[src/rtl/prog_loader_if.sv]
// Byte-stream ingress plus memory-write and boot-status egress of the program loader.
interface prog_loader_if #(
   parameter int W = 8
);
   logic         start;
   logic [W-1:0] byte_in;
   logic         byte_valid;
   logic         byte_ready;
   logic         mem_write;
   logic [W-1:0] mem_addr;
   logic [W-1:0] mem_data;
   logic         cpu_rst_n;
   logic         done;
   logic         error;

   modport slave (
      input  start, byte_in, byte_valid,
      output byte_ready, mem_write, mem_addr, mem_data, cpu_rst_n, done, error
   );

   modport master (
      output start, byte_in, byte_valid,
      input  byte_ready, mem_write, mem_addr, mem_data, cpu_rst_n, done, error
   );
endinterface

[src/rtl/prog_loader.sv]
// Boot loader: takes a (length, payload, checksum) byte frame, writes the payload to memory,
// and releases the processor from reset only after the checksum matches.
module prog_loader #(
   parameter int                   WORD_SIZE      = 8,
   parameter logic [WORD_SIZE-1:0] LOAD_BASE      = '0,
   parameter int                   TIMEOUT_CYCLES = 1024
) (
   input  logic          clk,
   input  logic          rst,
   prog_loader_if.slave  bus
);
   typedef enum logic [2:0] {S_IDLE, S_LEN, S_DATA, S_CSUM, S_DONE, S_ERR} state_e;

   localparam logic [16:0] TMO = 17'(TIMEOUT_CYCLES);

   state_e               state_q, state_d;
   logic [WORD_SIZE-1:0] len_q, len_d;
   logic [WORD_SIZE-1:0] idx_q, idx_d;
   logic [WORD_SIZE-1:0] csum_q, csum_d;
   logic [15:0]          timer_q, timer_d;
   logic                 mem_write_q, mem_write_d;
   logic [WORD_SIZE-1:0] mem_addr_q, mem_addr_d;
   logic [WORD_SIZE-1:0] mem_data_q, mem_data_d;
   logic                 cpu_rst_n_q, cpu_rst_n_d;
   logic                 done_q, done_d;
   logic                 error_q, error_d;

   logic        ready;
   logic        accept;
   logic [16:0] tmr_inc;

   assign ready   = (state_q == S_LEN) || (state_q == S_DATA) || (state_q == S_CSUM);
   assign accept  = ready && bus.byte_valid;
   assign tmr_inc = {1'b0, timer_q} + 17'd1;

   always_comb begin
      state_d     = state_q;
      len_d       = len_q;
      idx_d       = idx_q;
      csum_d      = csum_q;
      timer_d     = timer_q;
      mem_write_d = 1'b0;
      mem_addr_d  = mem_addr_q;
      mem_data_d  = mem_data_q;
      cpu_rst_n_d = cpu_rst_n_q;
      done_d      = done_q;
      error_d     = error_q;

      // Idle timer; an acceptance on the timeout edge takes priority via the case below.
      if (ready) begin
         if (accept) begin
            timer_d = '0;
         end else begin
            timer_d = tmr_inc[15:0];
            if (tmr_inc == TMO) begin
               state_d     = S_ERR;
               error_d     = 1'b1;
               cpu_rst_n_d = 1'b0;
            end
         end
      end

      case (state_q)
         S_IDLE, S_DONE, S_ERR: begin
            if (bus.start) begin
               state_d     = S_LEN;
               done_d      = 1'b0;
               error_d     = 1'b0;
               cpu_rst_n_d = 1'b0;
               idx_d       = '0;
               csum_d      = '0;
               timer_d     = '0;
            end
         end
         S_LEN: begin
            if (accept) begin
               len_d   = bus.byte_in;
               state_d = S_DATA;
            end
         end
         S_DATA: begin
            if (accept) begin
               mem_write_d = 1'b1;
               mem_addr_d  = LOAD_BASE + idx_q;
               mem_data_d  = bus.byte_in;
               csum_d      = csum_q + bus.byte_in;
               idx_d       = idx_q + 1'b1;
               // len 0 wraps to an all-ones last index, giving a full 256-byte frame
               if (idx_q == len_q - 1'b1) state_d = S_CSUM;
            end
         end
         S_CSUM: begin
            if (accept) begin
               if (bus.byte_in == csum_q) begin
                  state_d     = S_DONE;
                  done_d      = 1'b1;
                  cpu_rst_n_d = 1'b1;
               end else begin
                  state_d = S_ERR;
                  error_d = 1'b1;
               end
            end
         end
         default: state_d = S_IDLE;
      endcase
   end

   always_ff @(posedge clk or posedge rst) begin
      if (rst) begin
         state_q     <= S_IDLE;
         len_q       <= '0;
         idx_q       <= '0;
         csum_q      <= '0;
         timer_q     <= '0;
         mem_write_q <= 1'b0;
         mem_addr_q  <= '0;
         mem_data_q  <= '0;
         cpu_rst_n_q <= 1'b0;
         done_q      <= 1'b0;
         error_q     <= 1'b0;
      end else begin
         state_q     <= state_d;
         len_q       <= len_d;
         idx_q       <= idx_d;
         csum_q      <= csum_d;
         timer_q     <= timer_d;
         mem_write_q <= mem_write_d;
         mem_addr_q  <= mem_addr_d;
         mem_data_q  <= mem_data_d;
         cpu_rst_n_q <= cpu_rst_n_d;
         done_q      <= done_d;
         error_q     <= error_d;
      end
   end

   assign bus.byte_ready = ready;
   assign bus.mem_write  = mem_write_q;
   assign bus.mem_addr   = mem_addr_q;
   assign bus.mem_data   = mem_data_q;
   assign bus.cpu_rst_n  = cpu_rst_n_q;
   assign bus.done       = done_q;
   assign bus.error      = error_q;
endmodule

[src/flat_wrapper.sv]
// flat-port wrapper written by rule: the top's interface ports become plain ports
module prog_loader_flat 
#(
   parameter int                   WORD_SIZE      = 8,
   parameter logic [WORD_SIZE-1:0] LOAD_BASE      = '0,
   parameter int                   TIMEOUT_CYCLES = 1024
)
  (clk, rst, bus_start, bus_byte_in, bus_byte_valid, bus_byte_ready, bus_mem_write, bus_mem_addr, bus_mem_data, bus_cpu_rst_n, bus_done, bus_error);
  prog_loader_if #(.W(8)) bus_i ();
  input  logic clk;
  input  logic rst;
  input wire logic [$bits(bus_i.start)-1:0] bus_start;
  input wire logic [$bits(bus_i.byte_in)-1:0] bus_byte_in;
  input wire logic [$bits(bus_i.byte_valid)-1:0] bus_byte_valid;
  output wire logic [$bits(bus_i.byte_ready)-1:0] bus_byte_ready;
  output wire logic [$bits(bus_i.mem_write)-1:0] bus_mem_write;
  output wire logic [$bits(bus_i.mem_addr)-1:0] bus_mem_addr;
  output wire logic [$bits(bus_i.mem_data)-1:0] bus_mem_data;
  output wire logic [$bits(bus_i.cpu_rst_n)-1:0] bus_cpu_rst_n;
  output wire logic [$bits(bus_i.done)-1:0] bus_done;
  output wire logic [$bits(bus_i.error)-1:0] bus_error;
  assign bus_i.start = bus_start;
  assign bus_i.byte_in = bus_byte_in;
  assign bus_i.byte_valid = bus_byte_valid;
  assign bus_byte_ready = bus_i.byte_ready;
  assign bus_mem_write = bus_i.mem_write;
  assign bus_mem_addr = bus_i.mem_addr;
  assign bus_mem_data = bus_i.mem_data;
  assign bus_cpu_rst_n = bus_i.cpu_rst_n;
  assign bus_done = bus_i.done;
  assign bus_error = bus_i.error;
  prog_loader #(.WORD_SIZE(WORD_SIZE), .LOAD_BASE(LOAD_BASE), .TIMEOUT_CYCLES(TIMEOUT_CYCLES)) u_core (.clk(clk), .rst(rst), .bus(bus_i));
endmodule
[config.mk]
export PLATFORM = sky130hd
export DESIGN_NAME = prog_loader_flat
export DESIGN_NICKNAME = d
export VERILOG_FILES = /design/src/rtl/prog_loader_if.sv /design/src/rtl/prog_loader.sv /design/src/flat_wrapper.sv
export SDC_FILE = /design/constraint.sdc
export NUM_CORES = 1
export LEC_CHECK = 0
export ABC_AREA = 1
export CAP_MARGIN = 15
export CORE_ASPECT_RATIO = 2
export CORE_MARGIN = 5
export CORE_UTILIZATION = 35
export CTS_CLUSTER_DIAMETER = 80
export DETAILED_ROUTE_END_ITERATION = 8
export HOLD_SLACK_MARGIN = 0.02
export PLACE_DENSITY = 0.57
export SLEW_MARGIN = 5
export SYNTH_ARGS = -nofsm -noshare
export SYNTH_HDL_FRONTEND = slang
export SYNTH_SLANG_ARGS = --single-unit
[constraint.sdc]
create_clock -name clk -period 2.9 [get_ports clk]
set_input_delay 0.435 -clock clk [delete_from_list [all_inputs] [get_ports clk]]
set_output_delay 0.435 -clock clk [all_outputs]
set_load 0.02 [all_outputs]
=== Yosys cells after proc, flatten, opt, wreduce, memory -nomap -nowiden ===
Index checks and enable logic that the tools add are counted.

* Add/sub/neg operators: 4
* Eq/ne operators: 12
* Mux-type cells: 39
* Reductions and logical operators: 11

{| class="wikitable"
|+ Operators with widths
! kind !! count
|-
| $mux W16 || 4
|-
| $pmux W8 S2 || 2
|-
| $mux W3 || 8
|-
| $mux W8 || 3
|-
| $mux W1 || 18
|-
| $add A16 B1 Y17 const B || 1
|-
| $eq A17 B11 Y1 const B || 1
|-
| $eq A8 B8 Y1 || 2
|-
| $pmux W3 S4 || 1
|-
| $add A8 B1 Y8 const B || 1
|-
| $add A8 B8 Y8 || 1
|-
| $sub A8 B1 Y8 const B || 1
|-
| $eq A3 B2 Y1 const B || 2
|-
| $eq A3 B3 Y1 const B || 2
|-
| $pmux W1 S2 || 3
|-
| $ne A2 B1 Y1 const B || 2
|-
| $ne A2 B2 Y1 const B || 2
|-
| $reduce_and A2 Y1 || 2
|-
| $reduce_and A4 Y1 || 1
|-
| $reduce_bool A2 Y1 || 2
|-
| $eq A3 B1 Y1 const B || 1
|-
| $logic_not A3 Y1 || 1
|-
| $reduce_and A3 Y1 || 1
|-
| $reduce_or A3 Y1 || 1
|-
| other kinds (2) || 3
|}

* Register bits: 63
* Input bits: 12
* Output and inout bits: 21
* Logic and storage cells: 77

=== Depth between registers and ports, before layout ===
Gate-level depths: netlist (run 1).

* Depth in word-level cells: 9
* Mapped depth: 15
* Mapped depth without buffers: 15

=== Least setup slack after synthesis (run 1) ===
OpenSTA, ideal clock, no wires.

* Kind: input-to-reg
* From: input bus_byte_in[0]
* To: register u_core.csum_q[6]
* Setup time: 0.126 ns
* Arrival: 1.736 ns
* Required time: 2.774 ns
* Slack: 1.038 ns
* Cell stages on the path: 11
* Path buffers: 0
* Cell sequence: ha_1 fa_1 nand2_1 nand2_1 a21oi_1 or2_2 nand2_1 a21oi_1 nand2_1 nand2_1 o21ai_0

* Cells in the longest elaborated chain, start to end: 3

{| class="wikitable"
|+ Ends and longest elaborated chain
! item !! RTL line !! RTL
|-
| start: declaration || flat_wrapper.sv:13 || <nowiki>input wire logic [$bits(bus_i.byte_in)-1:0] bus_byte_in;</nowiki>
|-
| $add A8 B8 Y8 || prog_loader.sv:86 || <nowiki>csum_d = csum_q + bus.byte_in;</nowiki>
|-
| $mux W8 || prog_loader.sv:82 || <nowiki>if (accept) begin</nowiki>
|-
| $pmux W8 S2 || prog_loader.sv:63 || <nowiki>case (state_q)</nowiki>
|-
| end signal: assignment || prog_loader.sv:125 || <nowiki>csum_q <= csum_d;</nowiki>
|-
| end: declaration || prog_loader.sv:19 || <nowiki>logic [WORD_SIZE-1:0] csum_q, csum_d;</nowiki>
|}

No other way between the ends. The select of a mux whose other input is x is not followed.
A chain may end at the register's enable or synchronous reset.

=== Worst setup path in the final report (run 1) ===
* From: register u_core.state_q[1]
* To: output bus_byte_ready

* Cells in the longest elaborated chain, start to end: 3
* Elaborated cells between the ends (all ways): 5
* Classes of those cells: eq/ne (3); reduce/logical (2)

{| class="wikitable"
|+ Ends and longest elaborated chain
! item !! RTL line !! RTL
|-
| start: declaration || prog_loader.sv:16 || <nowiki>state_e state_q, state_d;</nowiki>
|-
| start signal: assignment || prog_loader.sv:122 || <nowiki>state_q <= state_d;</nowiki>
|-
| $eq A3 B1 Y1 or $eq A3 B2 Y1 (tied branches) || prog_loader.sv:32 || <nowiki>assign ready = (state_q == S_LEN) || (state_q == S_DATA) || (state_q == S_CSUM);</nowiki>
|-
| $logic_or A1 B1 Y1 || prog_loader.sv:32 ||
|-
| $logic_or A1 B1 Y1 (*) || prog_loader.sv:32 ||
|-
| end: declaration || flat_wrapper.sv:15 || <nowiki>output wire logic [$bits(bus_i.byte_ready)-1:0] bus_byte_ready;</nowiki>
|}

Mark *: on every way between the ends. The rest lies on a longest branch, timed or not.

==> results of run 1 <==
## worst max-delay path, delay by kind of cell (launching register included)
kind          cells  cell delay (ns)
buf+inv           1             0.67
flops             1             0.47
simple gates      2             0.37
## how the worst min path moves through the flow
stage | start | to | cells past startpoint
after floorplan | u_core.csum_q[0]$_DFFE_PP0P_ | u_core.csum_q[0]$_DFFE_PP0P_ | 2
after detailed placement | u_core.bus.mem_data[6]$_DFFE_PP0P_ | u_core.bus.mem_data[6]$_DFFE_PP0P_ | 2
after global routing | u_core.bus.mem_addr[6]$_DFFE_PP0P_ | u_core.bus.mem_addr[6]$_DFFE_PP0P_ | 2
after CTS | u_core.csum_q[0]$_DFFE_PP0P_ | u_core.csum_q[0]$_DFFE_PP0P_ | 2
after global placement | u_core.csum_q[0]$_DFFE_PP0P_ | u_core.csum_q[0]$_DFFE_PP0P_ | 2
final | u_core.csum_q[0]$_DFFE_PP0P_ | u_core.csum_q[0]$_DFFE_PP0P_ | 2
## synthesized netlist by cell type (all sizes together)
cell type,instances
o21ai,32
clkbuf,4
o21bai,2
a31oi,3
xor2,11
or2,1
nand4,11
a32o,2
nor3b,1
nand2,170
a22o,1
ha,10
nor2,59
a21oi,26
xnor2,4
nand3,24
fa,1
o211ai,2
inv,59
nand3b,2
buf,5
a22oi,3
dfrtp,63
nor3,6
## cell families after synthesis
logic type	count (synthesis)	share of synthesized area (%)
compound gates	71	10.5
simple gates	274	33.1
buf+inv	68	6.97
xor+xnor	15	3.50
fa+ha+maj	11	3.87
flops	63	42.0
## registers in the layout, indices dropped and copies added, names as in the netlist
signal,cells
u_core.bus.cpu_rst_n,1
u_core.bus.done,1
u_core.bus.error,1
u_core.bus.mem_addr,8
u_core.bus.mem_data,8
u_core.bus.mem_write,1
u_core.csum_q,8
u_core.idx_q,8
u_core.len_q,8
u_core.state_q,3
u_core.timer_q,16
## per-layer routing
layer / routed length [um] / GRT usage [%] / up-vias
met3: 259 / 2.42 / 28
met2: 5560 / 30.6 / 56
li1: - / - / 1682
met5: 0 / 0 / -
met1: 3420 / 14.6 / 1585
met4: 462 / 9.20 / 0
## final cells by class
cell class / instances / area share [%]
clock buffers: 10 / 5.23
clock inverters: 6 / 2.03
multi-input cells: 371 / 41.9
well taps: 137 / 3.75
repair buffers: 35 / 7.77
inverters: 59 / 4.84
flip-flops and latches: 63 / 34.5
## power groups by stage
| stage | combinational, mW | clock [mW] | sequential (mW) |
|---|---|---|---|
| CTS | 1.62 | 1.22 | 1.33 |
| global route | 1.79 | 1.25 | 1.36 |
| global placement | 1.59 | 0 | 1.33 |
| finish | 1.59 | 1.19 | 1.33 |
| floorplan | 0.973 | 0 | 1.42 |
| detailed placement | 1.61 | 0 | 1.34 |
==> key figures, run 1 <==
Status
  • Status: finished clean

Worst setup path
  • CP Launch Type: register
  • Crit-path most repeated cell: nand2_1
  • WS Path Type: register to output port
  • Critical path origin: u_core.state_q[1]$_DFF_PP0_
  • Crit path required time: 2.47 ns
  • Worst Setup EP: bus_byte_ready
  • Worst R2R End: u_core.state_q[1]$_DFF_PP0_
  • CP arrival: 1.84 ns
  • Setup slack, reg-to-reg: 0.81 ns
  • Worst-path cell chain: nand2_1 -> nand2_1 -> clkdlybuf4s50_1
  • Worst-path maximum fanout: 6
  • Reg2Reg Depth: 14
  • Worst setup EP type: output port
  • Slowest cell on crit path: clkdlybuf4s50_1
  • Worst path max stage delay: 0.67 ns
  • FF-to-FF Start: u_core.timer_q[1]$_DFF_PP0_

Power
  • Total power: 4.10 mW
  • Clk network pwr share: 28.9%
  • Worst vdd ir: 0.543 mV
  • NetSw: 1.59 mW
  • Seq pwr share: 32.4%
  • Int Power: 2.52 mW
  • Leak pwr: 2.15 nW
  • Logic pwr share: 38.7%
  • P per Cell Area: 898 nW/um^2
  • Sw Ratio: 38.7%

Yosys
  • Seq/Total Area, Yosys: 42.0%
  • Syn Inst Count: 502
  • Unique masters post-synth: 35
  • Synthesized flop and latch total: 63
  • Dominant cells by area after synthesis: dfrtp_1 (42%), nand2_1 (16%), inv_1 (5.7%)
  • Mapped Avg Cell Area: 7.48 um^2
  • Share of the synthesized area in the top cell type: 42.0%
  • Cell area after synthesis: 3750 um^2
  • Net Count, Synth: 525
  • Synth warnings: 0
  • Yosys top cell by area: dfrtp_1

CTS
  • H-tree depth: 3
  • Later-pin clock latency in the skew report: 0.33 ns
  • Clk buf depth: 2
  • Num CTS Buffers: 9
  • Post-CTS sizing: 0
  • Post-CTS setup buffer count: 0
  • CTS root buf: clkbuf_16
  • CTS clk-pin slew, worst paths: 0.05 ns
  • Clk sinks: 63
  • Hold buffer count at CTS: 0
  • CTS tree: yes

Timing
  • Tcrit/Tclk final: 78.4%
  • Final Hold Fails: 0
  • Slew headroom: 57.9%
  • Tmin final: 2.27 ns
  • Fin Setup TNS: 0 ns
  • Layout Skew: 0.00526 ns
  • Final setup vio count: 0
  • Slew Limit Fails: 0
  • WHS: 0.479 ns
  • RSZ-0062 raised after global routing: no
  • Final worst setup slack: 0.626 ns
  • Worst-margin pin slew: 0.631 ns
  • Highest Clock Rate: 440 MHz

Placement
  • Post-Place Worst Slack: 0.390 ns
  • Gpl congestion: 0.935
  • Port bufs: 32
  • Cell Area, Placed: 4240 um^2
  • Placed Cells: 665
  • Post-detail-place hpwl: 7.56 mm

Detailed routing
  • Vias: 3351
  • Wire per inst: 14.2 um
  • Routed wire length: 9.70 mm
  • Initial DRC Count: 121
  • Vias per Instance: 4.92
  • Final ANT Viol Nets: 0
  • DRC Markers: 0
  • DR pass1 iterations: 4

Global routing
  • Total GRT Usage: 15.5%
  • Initial antenna violation count: 0
  • Vias in the first global route: 3384
  • First-pass GRT wire length: 16.0 mm
  • Largest net degree at the start of global routing: 37
  • Grt ovf: 0

Final layout
  • Sequential Area: 1580 um^2
  • N_diodes: 0
  • Fillers: 1097
  • Area delta synth->final: 21.8%
  • Post-Layout Inst Area: 4570 um^2
  • Layout cells sized above 1: 9.56%
  • Area occupied by multi-input gates: 1920 um^2
  • Fin util: 43.4%
  • Fin nets: 562
  • Most common cell after layout, fill and taps aside: nand2_1
  • Most frequent cells in the layout: nand2_1 (160), dfrtp_1 (63), inv_1 (56)
  • Finished Layout Cells: 681

Floorplanning
  • Chip Width: 83.2 um
  • DIE AREA: 13000 um^2
  • DIE HEIGHT: 156 um
  • Initial Utilization: 35.6%
  • Std cell rows: 53
  • I/O Pins: 33
  • Core ar.: 10500 um^2

Min path
  • Hold Crit Class: register to register

Flow run
  • Max_cap viols: 0
No activity file was read; power rests on OpenSTA's default activity.
==> run 2: changes to the inputs <==
- PLACE_DENSITY: 0.57 -> 0.59
- clock period: 2.9 -> 2 ns (I/O delays scaled with it)
==> run 2 against run 1 <==
Net effect: wire length hardly changed; combinational power is 60% higher; clock-buffer cell count is 1 higher; power is 47% higher; worst setup slack worse by 0.48 ns; via count is 2.4% higher; largest power group unchanged; highest routed layer unchanged.
==> key figures, run 2 (synthesis gave the netlist of run 1 again) <==
Status
  • Status: finished clean

Worst setup path
  • Crit path required time: 2.22 ns (-0.25 ns)
  • WS Path Type: register to register
  • Worst path max stage delay: 0.40 ns (-0.27 ns)
  • Worst R2R End: u_core.state_q[1]$_DFF_PP0_
  • Reg2Reg Depth: 14 (unchanged)
  • Worst-path cell chain: ha_4 -> nand2_2 -> nor2_4 -> nand2_4 -> inv_2 -> nand3_2 -> nand2_2 -> nand3_2 -> nor2_4 -> nand3_4 -> nand2_2 -> nand2_1 -> nand2_1 -> nand2_1
  • CP arrival: 2.08 ns (+0.24 ns)
  • Worst-path maximum fanout: 5 (-1)
  • Slowest cell on crit path: dfrtp_1
  • FF-to-FF Start: u_core.timer_q[0]$_DFF_PP0_
  • CP top delay family: simple AND/OR/NAND/NOR gates
  • Crit path buf inv count: 1 (unchanged)
  • Setup slack, reg-to-reg: 0.14 ns (-0.67 ns)
  • Worst setup EP type: register
  • CP Launch Type: register

Floorplanning
  • Std cell rows: 53 (unchanged)
  • DIE AREA: 13000 um^2 (unchanged)
  • DIE HEIGHT: 156 um (unchanged)
  • I/O Pins: 33 (unchanged)
  • Core ar.: 10500 um^2 (unchanged)
  • Initial Utilization: 35.6% (unchanged)
  • Chip Width: 83.2 um (unchanged)

Final layout
  • Finished Layout Cells: 706 (+3.7%)
  • Most common cell after layout, fill and taps aside: nand2_1
  • Most flops, register: u_core.timer_q
  • N_diodes: 0 (unchanged)
  • Layout cells sized above 1: 15.6% (+6.1 points)
  • Fillers: 1076 (-1.9%)
  • Area delta synth->final: 27.2%
  • Number of flip-flops in the largest register: 16 (unchanged)
  • Fin nets: 587 (+4.4%)
  • Most frequent cells in the layout: nand2_1 (159), dfrtp_1 (61), inv_1 (56)
  • Post-Layout Inst Area: 4780 um^2 (+4.5%)

Power
  • P per Cell Area: 1270 nW/um^2 (+41%)
  • Leak pwr: 2.25 nW (+4.7%)
  • Worst vdd ir: 0.679 mV (+25%)
  • Total power: 6.04 mW (+47%)

CTS
  • CTS tree: yes
  • Clk sinks: 63 (unchanged)
  • Num CTS Buffers: 9 (unchanged)
  • CTS clk-pin slew, worst paths: 0.05 ns (about the same)
  • Clk buf depth: 2 (unchanged)
  • H-tree depth: 3 (unchanged)
  • Later-pin clock latency in the skew report: 0.33 ns (about the same)
  • CTS root buf: clkbuf_16
  • Hold buffer count at CTS: 0 (unchanged)

Timing
  • Final Hold Fails: 0 (unchanged)
  • Layout Skew: 0.00715 ns (+0.00189 ns)
  • Slew headroom: 64.5% (+6.6 points)
  • Tcrit/Tclk final: 92.9%
  • Slew Limit Fails: 0 (unchanged)
  • Fin Setup TNS: 0 ns (unchanged)
  • RSZ-0062 raised after global routing: yes
  • Tmin final: 1.86 ns
  • Final setup vio count: 0 (unchanged)
  • Worst-margin pin slew: 0.532 ns (-0.0984 ns)
  • Highest Clock Rate: 538 MHz

Placement
  • Gpl congestion: 0.898 (-4.0%)
  • Placed Cells: 688 (+3.5%)
  • Post-detail-place hpwl: 7.53 mm (-0.43%)
  • Cell Area, Placed: 4410 um^2 (+4.1%)
  • Port bufs: 32 (unchanged)

Flow run
  • Max_cap viols: 0 (unchanged)

Global routing
  • Vias in the first global route: 3491 (+3.2%)
  • Total GRT Usage: 15.8% (+0.36 points)
  • Grt ovf: 0 (unchanged)
  • First-pass GRT wire length: 16.3 mm (+2.1%)
  • Largest net degree at the start of global routing: 64 (+73%)
  • Initial antenna violation count: 0 (unchanged)

Min path
  • Hold Crit Class: input pin to asynchronous set/reset pin

Detailed routing
  • Initial DRC Count: 82 (-32%)
  • DRC Markers: 0 (unchanged)
  • DR pass1 iterations: 4 (unchanged)
  • Final ANT Viol Nets: 0 (unchanged)
  • Routed wire length: 9.70 mm (about the same)
  • Wire per inst: 13.7 um (-3.5%)
  • Vias per Instance: 4.86 (-1.3%)
  • Vias: 3430 (+2.4%)
[run 2: changes by cell type in the layout (fill, tap and decap cells not counted), sizes merged]
cell           before  now
bufinv              2    1
clkinvlp            2    3
dlygate4sd2         0    1
inv                60   59
clkbuf             10   11
clkdlybuf4s50      32   31
buf                 3   28
[run 2: metrics by stage]
step / utilization, % / setup slack (ns) / hold WS [ns]
after detailed placement: 41.9 / -0.367 / 0.471
after global routing: 45.3 / -0.00518 / 0.397
final: 45.3 / 0.142 / 0.352
after CTS: 44.7 / 0.0217 / 0.375
after global placement: 41.9 / -0.319 / 0.464
after floorplan: - / 0.130 / 0.410
[run 2: area by class of cell]
class / instances / area (um^2) / share of cell area [%]
repair buffers: 60 / 542 / 11.3
well taps: 137 / 171 / 3.59
inverters: 59 / 221 / 4.64
clock buffers: 11 / 243 / 5.08
flip-flops and latches: 63 / 1580 / 33.1
clock inverters: 5 / 57.6 / 1.21
multi-input cells: 371 / 1960 / 41.1
[run 2: worst max path at each step]
stage | startpoint | endpoint | slack [ns] | depth (start not counted)
2_1_floorplan | rst | u_core.bus.cpu_rst_n$_DFF_PP0_ | 0.13 | 1
3_3_place_gp | bus_byte_in[0] | u_core.csum_q[6]$_DFFE_PP0P_ | -0.32 | 12
3_5_place_dp | bus_byte_in[0] | u_core.csum_q[6]$_DFFE_PP0P_ | -0.37 | 12
4_1_cts | u_core.timer_q[0]$_DFF_PP0_ | u_core.state_q[1]$_DFF_PP0_ | 0.02 | 14
5_1_grt | u_core.timer_q[1]$_DFF_PP0_ | u_core.state_q[1]$_DFF_PP0_ | -0.005 | 14
6_report | u_core.timer_q[0]$_DFF_PP0_ | u_core.state_q[1]$_DFF_PP0_ | 0.14 | 14
[run 2: per-layer routing]
layer  GRT usage, %  wire [um]  up-vias
met4           9.04        447        0
met3           3.37        244       29
met5              0          0        -
li1               -          -     1736
met1           14.7       3460     1604
met2           31.1       5550       61
[run 2: worst reg2reg max path, delay by kind of cell, from the launching register on]
kind,cells,cell delay (ns)
fa+ha+maj,1,0.17
buf+inv,1,0.07
flops,1,0.40
simple gates,12,1.11
[run 2: where the power goes]
part           total (mW)  leakage [nW]  switching [mW]  internal [mW]
Sequential           1.92         0.837           0.279           1.64
Combinational        2.55          1.28            1.49           1.06
Clock                1.57         0.138           0.574          0.996
Total                6.04          2.25            2.34           3.70
[run 2: timing repair]
item                       CTS  global route
setup buffers                0             2
setup endpoints to repair    2             7
gates resized for setup      2            13
pin swaps                    0             3
